$ cat config.mk
export PLATFORM = sky130hd
export DESIGN_NAME = sram_arbiter_flat
export DESIGN_NICKNAME = d
export VERILOG_FILES = /design/src/rtl/sram_arbiter_if.sv /design/src/rtl/sram_arbiter.sv /design/src/flat_wrapper.sv
export SDC_FILE = /design/constraint.sdc
export NUM_CORES = 1
export LEC_CHECK = 0
export CORE_ASPECT_RATIO = 1.5
export CORE_MARGIN = 2
export CORE_UTILIZATION = 25
export DETAILED_ROUTE_END_ITERATION = 7
export REMOVE_ABC_BUFFERS = 1
export SLEW_MARGIN = 25
export SYNTH_ARGS = -nofsm -noshare
export SYNTH_HDL_FRONTEND = slang
export SYNTH_SLANG_ARGS = --single-unit
$ cat constraint.sdc
create_clock -name clk -period 4.4 [get_ports clk]
set_input_delay 0.88 -clock clk [delete_from_list [all_inputs] [get_ports clk]]
set_output_delay 0.88 -clock clk [all_outputs]
set_load 0.02 [all_outputs]
$ cat src/rtl/sram_arbiter_if.sv
// Requester and SRAM pin bundle for the SRAM arbiter.
// master drives requests and SRAM read data; slave is the arbiter.
interface sram_arbiter_if #(
  parameter int ADDR_WIDTH = 8,
  parameter int DATA_WIDTH = 16
);
  logic                  req0;
  logic                  req1;
  logic                  we0;
  logic                  we1;
  logic [ADDR_WIDTH-1:0] adr0;
  logic [ADDR_WIDTH-1:0] adr1;
  logic [DATA_WIDTH-1:0] wdata0;
  logic [DATA_WIDTH-1:0] wdata1;
  logic                  ack0;
  logic                  ack1;
  logic                  gnt0;
  logic                  gnt1;
  logic [DATA_WIDTH-1:0] rdata0;
  logic [DATA_WIDTH-1:0] rdata1;
  logic                  sram_ce_n;
  logic                  sram_oe_n;
  logic                  sram_we_n;
  logic [ADDR_WIDTH-1:0] sram_adr;
  logic [DATA_WIDTH-1:0] sram_dout;
  logic                  sram_dout_en;
  logic [DATA_WIDTH-1:0] sram_din;

  modport master (
    output req0, req1, we0, we1, adr0, adr1,
    output wdata0, wdata1, sram_din,
    input  ack0, ack1, gnt0, gnt1, rdata0, rdata1,
    input  sram_ce_n, sram_oe_n, sram_we_n,
    input  sram_adr, sram_dout, sram_dout_en
  );

  modport slave (
    input  req0, req1, we0, we1, adr0, adr1,
    input  wdata0, wdata1, sram_din,
    output ack0, ack1, gnt0, gnt1, rdata0, rdata1,
    output sram_ce_n, sram_oe_n, sram_we_n,
    output sram_adr, sram_dout, sram_dout_en
  );
endinterface

$ cat src/rtl/sram_arbiter.sv
// Round-robin arbiter sharing one async SRAM between two requesters.
// Every output is a register fed from the next-state decode.
module sram_arbiter #(
  parameter int ADDR_WIDTH = 8,
  parameter int DATA_WIDTH = 16,
  parameter int RD_CYCLES  = 2,
  parameter int WR_CYCLES  = 2
) (
  input logic           clk,
  input logic           reset_n,
  sram_arbiter_if.slave bus
);
  localparam int MAXC =
    (RD_CYCLES > WR_CYCLES) ? RD_CYCLES : WR_CYCLES;
  localparam int CW = (MAXC > 1) ? $clog2(MAXC) : 1;
  localparam logic [CW-1:0] RD_LAST = CW'(RD_CYCLES - 1);
  localparam logic [CW-1:0] WR_LAST = CW'(WR_CYCLES - 1);

  typedef enum logic [1:0] {
    IDLE,
    SETUP,
    ACCESS,
    HOLD
  } state_t;

  state_t                state_q, state_d;
  logic [CW-1:0]         cnt_q, cnt_d;
  logic                  own_q, own_d;
  logic                  last_q, last_d;
  logic [ADDR_WIDTH-1:0] adr_q, adr_d;
  logic                  we_q, we_d;
  logic [DATA_WIDTH-1:0] wd_q, wd_d;
  logic                  ce_n_q, ce_n_d;
  logic                  oe_n_q, oe_n_d;
  logic                  we_n_q, we_n_d;
  logic                  den_q, den_d;
  logic [ADDR_WIDTH-1:0] sadr_q, sadr_d;
  logic [DATA_WIDTH-1:0] sdout_q, sdout_d;
  logic                  ack0_q, ack0_d;
  logic                  ack1_q, ack1_d;
  logic                  gnt0_q, gnt0_d;
  logic                  gnt1_q, gnt1_d;
  logic [DATA_WIDTH-1:0] rd0_q, rd0_d;
  logic [DATA_WIDTH-1:0] rd1_q, rd1_d;
  logic                  go;
  logic                  pick;
  logic                  busy;

  // Next state, request capture and registered pin values.
  always_comb begin
    state_d = state_q;
    cnt_d   = cnt_q;
    own_d   = own_q;
    last_d  = last_q;
    adr_d   = adr_q;
    we_d    = we_q;
    wd_d    = wd_q;
    rd0_d   = rd0_q;
    rd1_d   = rd1_q;
    go      = 1'b0;
    pick    = 1'b0;
    unique case (state_q)
      IDLE: begin
        unique case (1'b1)
          bus.req0 && !bus.req1: begin
            go   = 1'b1;
            pick = 1'b0;
          end
          !bus.req0 && bus.req1: begin
            go   = 1'b1;
            pick = 1'b1;
          end
          bus.req0 && bus.req1: begin
            go   = 1'b1;
            pick = ~last_q;
          end
          default: ;
        endcase
        if (go) begin
          state_d = SETUP;
          own_d   = pick;
          last_d  = pick;
          adr_d   = pick ? bus.adr1 : bus.adr0;
          we_d    = pick ? bus.we1 : bus.we0;
          wd_d    = pick ? bus.wdata1 : bus.wdata0;
        end
      end
      SETUP: begin
        state_d = ACCESS;
        cnt_d   = '0;
      end
      ACCESS: begin
        if (cnt_q == (we_q ? WR_LAST : RD_LAST)) begin
          state_d = HOLD;
          if (!we_q) begin
            if (own_q) rd1_d = bus.sram_din;
            else       rd0_d = bus.sram_din;
          end
        end else begin
          cnt_d = cnt_q + 1'b1;
        end
      end
      HOLD: state_d = IDLE;
      default: state_d = IDLE;
    endcase
    busy    = (state_d != IDLE);
    ce_n_d  = !busy;
    oe_n_d  = !((state_d == ACCESS) && !we_d);
    we_n_d  = !((state_d == ACCESS) && we_d);
    den_d   = busy && we_d;
    sadr_d  = busy ? adr_d : sadr_q;
    sdout_d = (busy && we_d) ? wd_d : sdout_q;
    gnt0_d  = busy && !own_d;
    gnt1_d  = busy && own_d;
    ack0_d  = (state_d == HOLD) && !own_d;
    ack1_d  = (state_d == HOLD) && own_d;
  end

  // State and output registers; reset drops any access in flight.
  always_ff @(posedge clk or negedge reset_n) begin
    if (!reset_n) begin
      state_q <= IDLE;
      cnt_q   <= '0;
      own_q   <= 1'b0;
      last_q  <= 1'b1;
      adr_q   <= '0;
      we_q    <= 1'b0;
      wd_q    <= '0;
      ce_n_q  <= 1'b1;
      oe_n_q  <= 1'b1;
      we_n_q  <= 1'b1;
      den_q   <= 1'b0;
      sadr_q  <= '0;
      sdout_q <= '0;
      ack0_q  <= 1'b0;
      ack1_q  <= 1'b0;
      gnt0_q  <= 1'b0;
      gnt1_q  <= 1'b0;
      rd0_q   <= '0;
      rd1_q   <= '0;
    end else begin
      state_q <= state_d;
      cnt_q   <= cnt_d;
      own_q   <= own_d;
      last_q  <= last_d;
      adr_q   <= adr_d;
      we_q    <= we_d;
      wd_q    <= wd_d;
      ce_n_q  <= ce_n_d;
      oe_n_q  <= oe_n_d;
      we_n_q  <= we_n_d;
      den_q   <= den_d;
      sadr_q  <= sadr_d;
      sdout_q <= sdout_d;
      ack0_q  <= ack0_d;
      ack1_q  <= ack1_d;
      gnt0_q  <= gnt0_d;
      gnt1_q  <= gnt1_d;
      rd0_q   <= rd0_d;
      rd1_q   <= rd1_d;
    end
  end

  assign bus.sram_ce_n    = ce_n_q;
  assign bus.sram_oe_n    = oe_n_q;
  assign bus.sram_we_n    = we_n_q;
  assign bus.sram_dout_en = den_q;
  assign bus.sram_adr     = sadr_q;
  assign bus.sram_dout    = sdout_q;
  assign bus.ack0         = ack0_q;
  assign bus.ack1         = ack1_q;
  assign bus.gnt0         = gnt0_q;
  assign bus.gnt1         = gnt1_q;
  assign bus.rdata0       = rd0_q;
  assign bus.rdata1       = rd1_q;
endmodule
$ cat src/flat_wrapper.sv
// flat-port wrapper written by rule: the top's interface ports become plain ports
module sram_arbiter_flat 
#(
  parameter int ADDR_WIDTH = 8,
  parameter int DATA_WIDTH = 16,
  parameter int RD_CYCLES  = 2,
  parameter int WR_CYCLES  = 2
)
  (clk, reset_n, bus_req0, bus_req1, bus_we0, bus_we1, bus_adr0, bus_adr1, bus_wdata0, bus_wdata1, bus_sram_din, bus_ack0, bus_ack1, bus_gnt0, bus_gnt1, bus_rdata0, bus_rdata1, bus_sram_ce_n, bus_sram_oe_n, bus_sram_we_n, bus_sram_adr, bus_sram_dout, bus_sram_dout_en);
  sram_arbiter_if #(.ADDR_WIDTH(ADDR_WIDTH), .DATA_WIDTH(DATA_WIDTH)) bus_i ();
  input logic clk;
  input logic reset_n;
  input wire logic [$bits(bus_i.req0)-1:0] bus_req0;
  input wire logic [$bits(bus_i.req1)-1:0] bus_req1;
  input wire logic [$bits(bus_i.we0)-1:0] bus_we0;
  input wire logic [$bits(bus_i.we1)-1:0] bus_we1;
  input wire logic [$bits(bus_i.adr0)-1:0] bus_adr0;
  input wire logic [$bits(bus_i.adr1)-1:0] bus_adr1;
  input wire logic [$bits(bus_i.wdata0)-1:0] bus_wdata0;
  input wire logic [$bits(bus_i.wdata1)-1:0] bus_wdata1;
  input wire logic [$bits(bus_i.sram_din)-1:0] bus_sram_din;
  output wire logic [$bits(bus_i.ack0)-1:0] bus_ack0;
  output wire logic [$bits(bus_i.ack1)-1:0] bus_ack1;
  output wire logic [$bits(bus_i.gnt0)-1:0] bus_gnt0;
  output wire logic [$bits(bus_i.gnt1)-1:0] bus_gnt1;
  output wire logic [$bits(bus_i.rdata0)-1:0] bus_rdata0;
  output wire logic [$bits(bus_i.rdata1)-1:0] bus_rdata1;
  output wire logic [$bits(bus_i.sram_ce_n)-1:0] bus_sram_ce_n;
  output wire logic [$bits(bus_i.sram_oe_n)-1:0] bus_sram_oe_n;
  output wire logic [$bits(bus_i.sram_we_n)-1:0] bus_sram_we_n;
  output wire logic [$bits(bus_i.sram_adr)-1:0] bus_sram_adr;
  output wire logic [$bits(bus_i.sram_dout)-1:0] bus_sram_dout;
  output wire logic [$bits(bus_i.sram_dout_en)-1:0] bus_sram_dout_en;
  assign bus_i.req0 = bus_req0;
  assign bus_i.req1 = bus_req1;
  assign bus_i.we0 = bus_we0;
  assign bus_i.we1 = bus_we1;
  assign bus_i.adr0 = bus_adr0;
  assign bus_i.adr1 = bus_adr1;
  assign bus_i.wdata0 = bus_wdata0;
  assign bus_i.wdata1 = bus_wdata1;
  assign bus_i.sram_din = bus_sram_din;
  assign bus_ack0 = bus_i.ack0;
  assign bus_ack1 = bus_i.ack1;
  assign bus_gnt0 = bus_i.gnt0;
  assign bus_gnt1 = bus_i.gnt1;
  assign bus_rdata0 = bus_i.rdata0;
  assign bus_rdata1 = bus_i.rdata1;
  assign bus_sram_ce_n = bus_i.sram_ce_n;
  assign bus_sram_oe_n = bus_i.sram_oe_n;
  assign bus_sram_we_n = bus_i.sram_we_n;
  assign bus_sram_adr = bus_i.sram_adr;
  assign bus_sram_dout = bus_i.sram_dout;
  assign bus_sram_dout_en = bus_i.sram_dout_en;
  sram_arbiter #(.ADDR_WIDTH(ADDR_WIDTH), .DATA_WIDTH(DATA_WIDTH), .RD_CYCLES(RD_CYCLES), .WR_CYCLES(WR_CYCLES)) u_core (.clk(clk), .reset_n(reset_n), .bus(bus_i));
endmodule
==> key figures <==
Outcome
  – Outcome: completed

Critical path
  – Critical path launch point type: input port
  – Delay-heaviest family, CP: compound AO/OA/AOI/OAI gates
  – CP max-delay cell: clkdlybuf4s50_1
  – CP Capture Type: register
  – Path type of the worst setup path: in2reg
  – Crit path buf inv count: 2
  – Cells along the critical path: clkdlybuf4s50_1 -> a21bo_2 -> o32ai_2 -> a211oi_4 -> buf_4 -> mux2_2
  – CP max FO: 25
  – Critical Path RT: 4.62 ns
  – Arrival time at the worst endpoint: roughly 3.2 ns
  – CP peak stage delay: just over 0.6 ns

Clock network
  – CTS tree: done
  – H-tree level count: 3
  – CTS max path bufs: 2
  – Post-CTS setup buffers: 0
  – CTS root buffer: clkbuf_16
  – Later-pin clock latency in the skew report: 0.33 ns
  – Post-CTS Hold Fix Bufs: 0
  – Clk slew on worst S/H paths: approximately 0.070 ns
  – Post-CTS sizing: 0
  – Total CTS buffers: 9
  – CTS sink count: between 90 and 100

Finish
  – Final instance area: between 5000 and 6000 µm²
  – Commonest non-fill, non-tap cell in the layout: clkdlybuf4s50_1
  – Synthesis-to-finish area growth: 50.8%
  – Number of antenna diodes: 0
  – Layout cells sized above 1: 0.207
  – Nets@finish: between 500 and 600
  – Commonest non-fill, non-tap cells in the layout: clkdlybuf4s50_1 (132), dfrtp_1 (90), a21oi_1 (50)

GRT
  – GRT Util Overall: 0.121
  – Initial antenna violation count: 0
  – Pin count of the biggest net entering global routing: 62
  – GRT overflow: 0
  – First-pass GRT wire length: around 16 mm
  – Vias in the first global route: a little over 3000

Routing
  – DRC: 0
  – Antenna Nets Post-Route: 0
  – First drt pass iteration count: 4
  – Vias per inst: 4.35
  – DRT iter0 DRCs: 70
  – Via count: 2778
  – Avg WL per Cell: around 15 µm
  – Final WL: 9.44 mm

Synthesis
  – Mapped cell area: between 3000 and 4000 µm²
  – Seq cells post-synth: 94
  – Netlist cell types: 28
  – Sequential area share after synthesis: 0.623
  – Gate Count Post-Synth: between 200 and 300
  – Synthesis Warnings: 0
  – Syn Area/Cell: approximately 13 µm²

Timing
  – Fin crit share: 0.677
  – Max-slew headroom: 0.490
  – Tmin final: ~3.0 ns
  – Final slew viol count: 0
  – Endpoints failing hold: 0
  – Unrepaired setup endpoints after global routing: false
  – Least-Margin Pin Slew: roughly 0.77 ns
  – Worst hold slack: 0.501 ns
  – Final setup viols: 0
  – Fmax: between 300 and 400 MHz
  – Final setup TNS: 0 ns
  – Clock Skews: a little under 0.01 ns

Floorplan
  – Cell Rows: between 50 and 60
  – Die height: 155 µm
  – Core Area: between 10000 and 15000 µm²
  – Num ports: ~130
  – Die W: approximately 100 µm
  – Initial Utilization: 0.253
  – Die ar.: 16100 µm²

Min path
  – Worst Hold Class: reg2reg

Power
  – Leakage power: 2.37 nW
  – VDD IR max: 0.000367 V
  – Power per cell area: 837 nW/µm²

Place
  – Port bufs: between 100 and 150
  – Area after DPL: between 5000 and 6000 µm²
  – GP Congestion: 0.711
  – HPWL Detailed: between 6 and 7 mm

Flow run
  – Max Cap Violations: 0
[per-layer routing]
layer	up-vias	routed length, µm	track usage
met5	-	0	0
met4	0	83	0.0347
met3	7	654	0.0337
met2	113	4830	0.211
met1	1366	3870	0.144
li1	1292	-	-
[through the flow]
stage	instances	utilization	power (mW)	setup WS, ns
after global placement	623	0.357	3.82	1.06
after detailed placement	623	0.357	3.88	1.05
final	639	0.382	4.77	1.42
after CTS	639	0.382	4.86	1.40
after floorplan	284	-	2.87	1.61
after global routing	639	0.382	5.08	1.28
[sequential cells by signal, summed over array words and instances (netlist names)]
name,flops
u_core.bus.rdata1,16
u_core.bus.sram_dout,16
u_core.adr_q,8
u_core.state_q,2
u_core.bus.sram_we_n,1
u_core.bus.ack1,1
u_core.bus.sram_dout_en,1
u_core.bus.sram_ce_n,1
u_core.we_q,1
u_core.last_q,1
u_core.own_q,1
u_core.wd_q,16
u_core.bus.ack0,1
u_core.cnt_q,1
u_core.bus.sram_oe_n,1
u_core.bus.gnt0,1
u_core.bus.sram_adr,8
u_core.bus.gnt1,1
u_core.bus.rdata0,16
[Yosys cell counts (all sizes together)]
master / number / area [µm²]
a21bo: 1 / 10.0
nand3: 1 / 5.00
nor3: 2 / 15.0
nor2b: 1 / 6.26
inv: 6 / 22.5
nand2: 27 / 101
a21boi: 1 / 7.51
ha: 3 / 37.5
o21a: 1 / 7.51
mux2: 57 / 676
o31a: 1 / 8.76
o21ai: 1 / 5.00
a211oi: 1 / 20.0
nor2: 31 / 116
a22oi: 1 / 7.51
buf: 8 / 57.6
a31oi: 1 / 6.26
o32ai: 1 / 16.3
a21oi: 50 / 250
clkbuf: 7 / 26.3
dfstp: 4 / 105
or3: 2 / 12.5
nor4b: 1 / 8.76
dfrtp: 90 / 2250
[cell type report]
type / instances / area [µm²]
repair buffers: 140 / 1380
clock buffers: 9 / 225
fillers: 1497 / 9230
multi-input cells: 184 / 1330
inverters: 6 / 22.5
well taps: 199 / 249
flip-flops and latches: 94 / 2360
clock inverters: 7 / 143
[power by group]
group          switching (mW)  total (mW)  leakage, nW  internal [mW]
Sequential              0.208        1.53         1.07           1.33
Combinational            1.12        2.30         1.11           1.18
Clock                   0.326       0.942        0.180          0.616
Total                    1.65        4.77         2.37           3.12
[cells by family after synthesis]
kind of cell,after synthesis,share of synthesized area
and+or+nand+nor,65,0.0702
AOI/OAI and AO/OA,59,0.0897
adders and majority gates,3,0.00993
buffers and inverters,21,0.0281
muxes,57,0.179
DFF,94,0.623
[worst paths after layout]
kind / startpoint / to / slack (ns) / depth (start not counted)
worst max-delay path: bus_req0 / u_core.bus.sram_dout[15]$_DFFE_PN0P_ / 1.42 / 6
worst min-delay path: u_core.bus.rdata1[1]$_DFFE_PN0P_ / u_core.bus.rdata1[1]$_DFFE_PN0P_ / 0.50 / 1
worst max register to register: u_core.state_q[0]$_DFF_PN0_ / u_core.bus.sram_dout[15]$_DFFE_PN0P_ / 1.90 / 8
worst min register to register: u_core.bus.rdata1[1]$_DFFE_PN0P_ / u_core.bus.rdata1[1]$_DFFE_PN0P_ / 0.50 / 1
max in group asynchronous: reset_n / u_core.bus.sram_dout[9]$_DFFE_PN0P_ / 2.83 / 2
min in group asynchronous: reset_n / u_core.bus.sram_dout[10]$_DFFE_PN0P_ / 0.62 / 1
[worst reg2reg max path, stage by stage (launching register included)]
cell and delay (ns):
dfrtp_1 0.40, inv_1 0.11, ha_1 0.38, o21a_1 0.18
buf_4 0.27, nor2_1 0.13, a211oi_4 0.21, buf_4 0.32
mux2_2 0.39
Power figures use the tool's default switching activity.
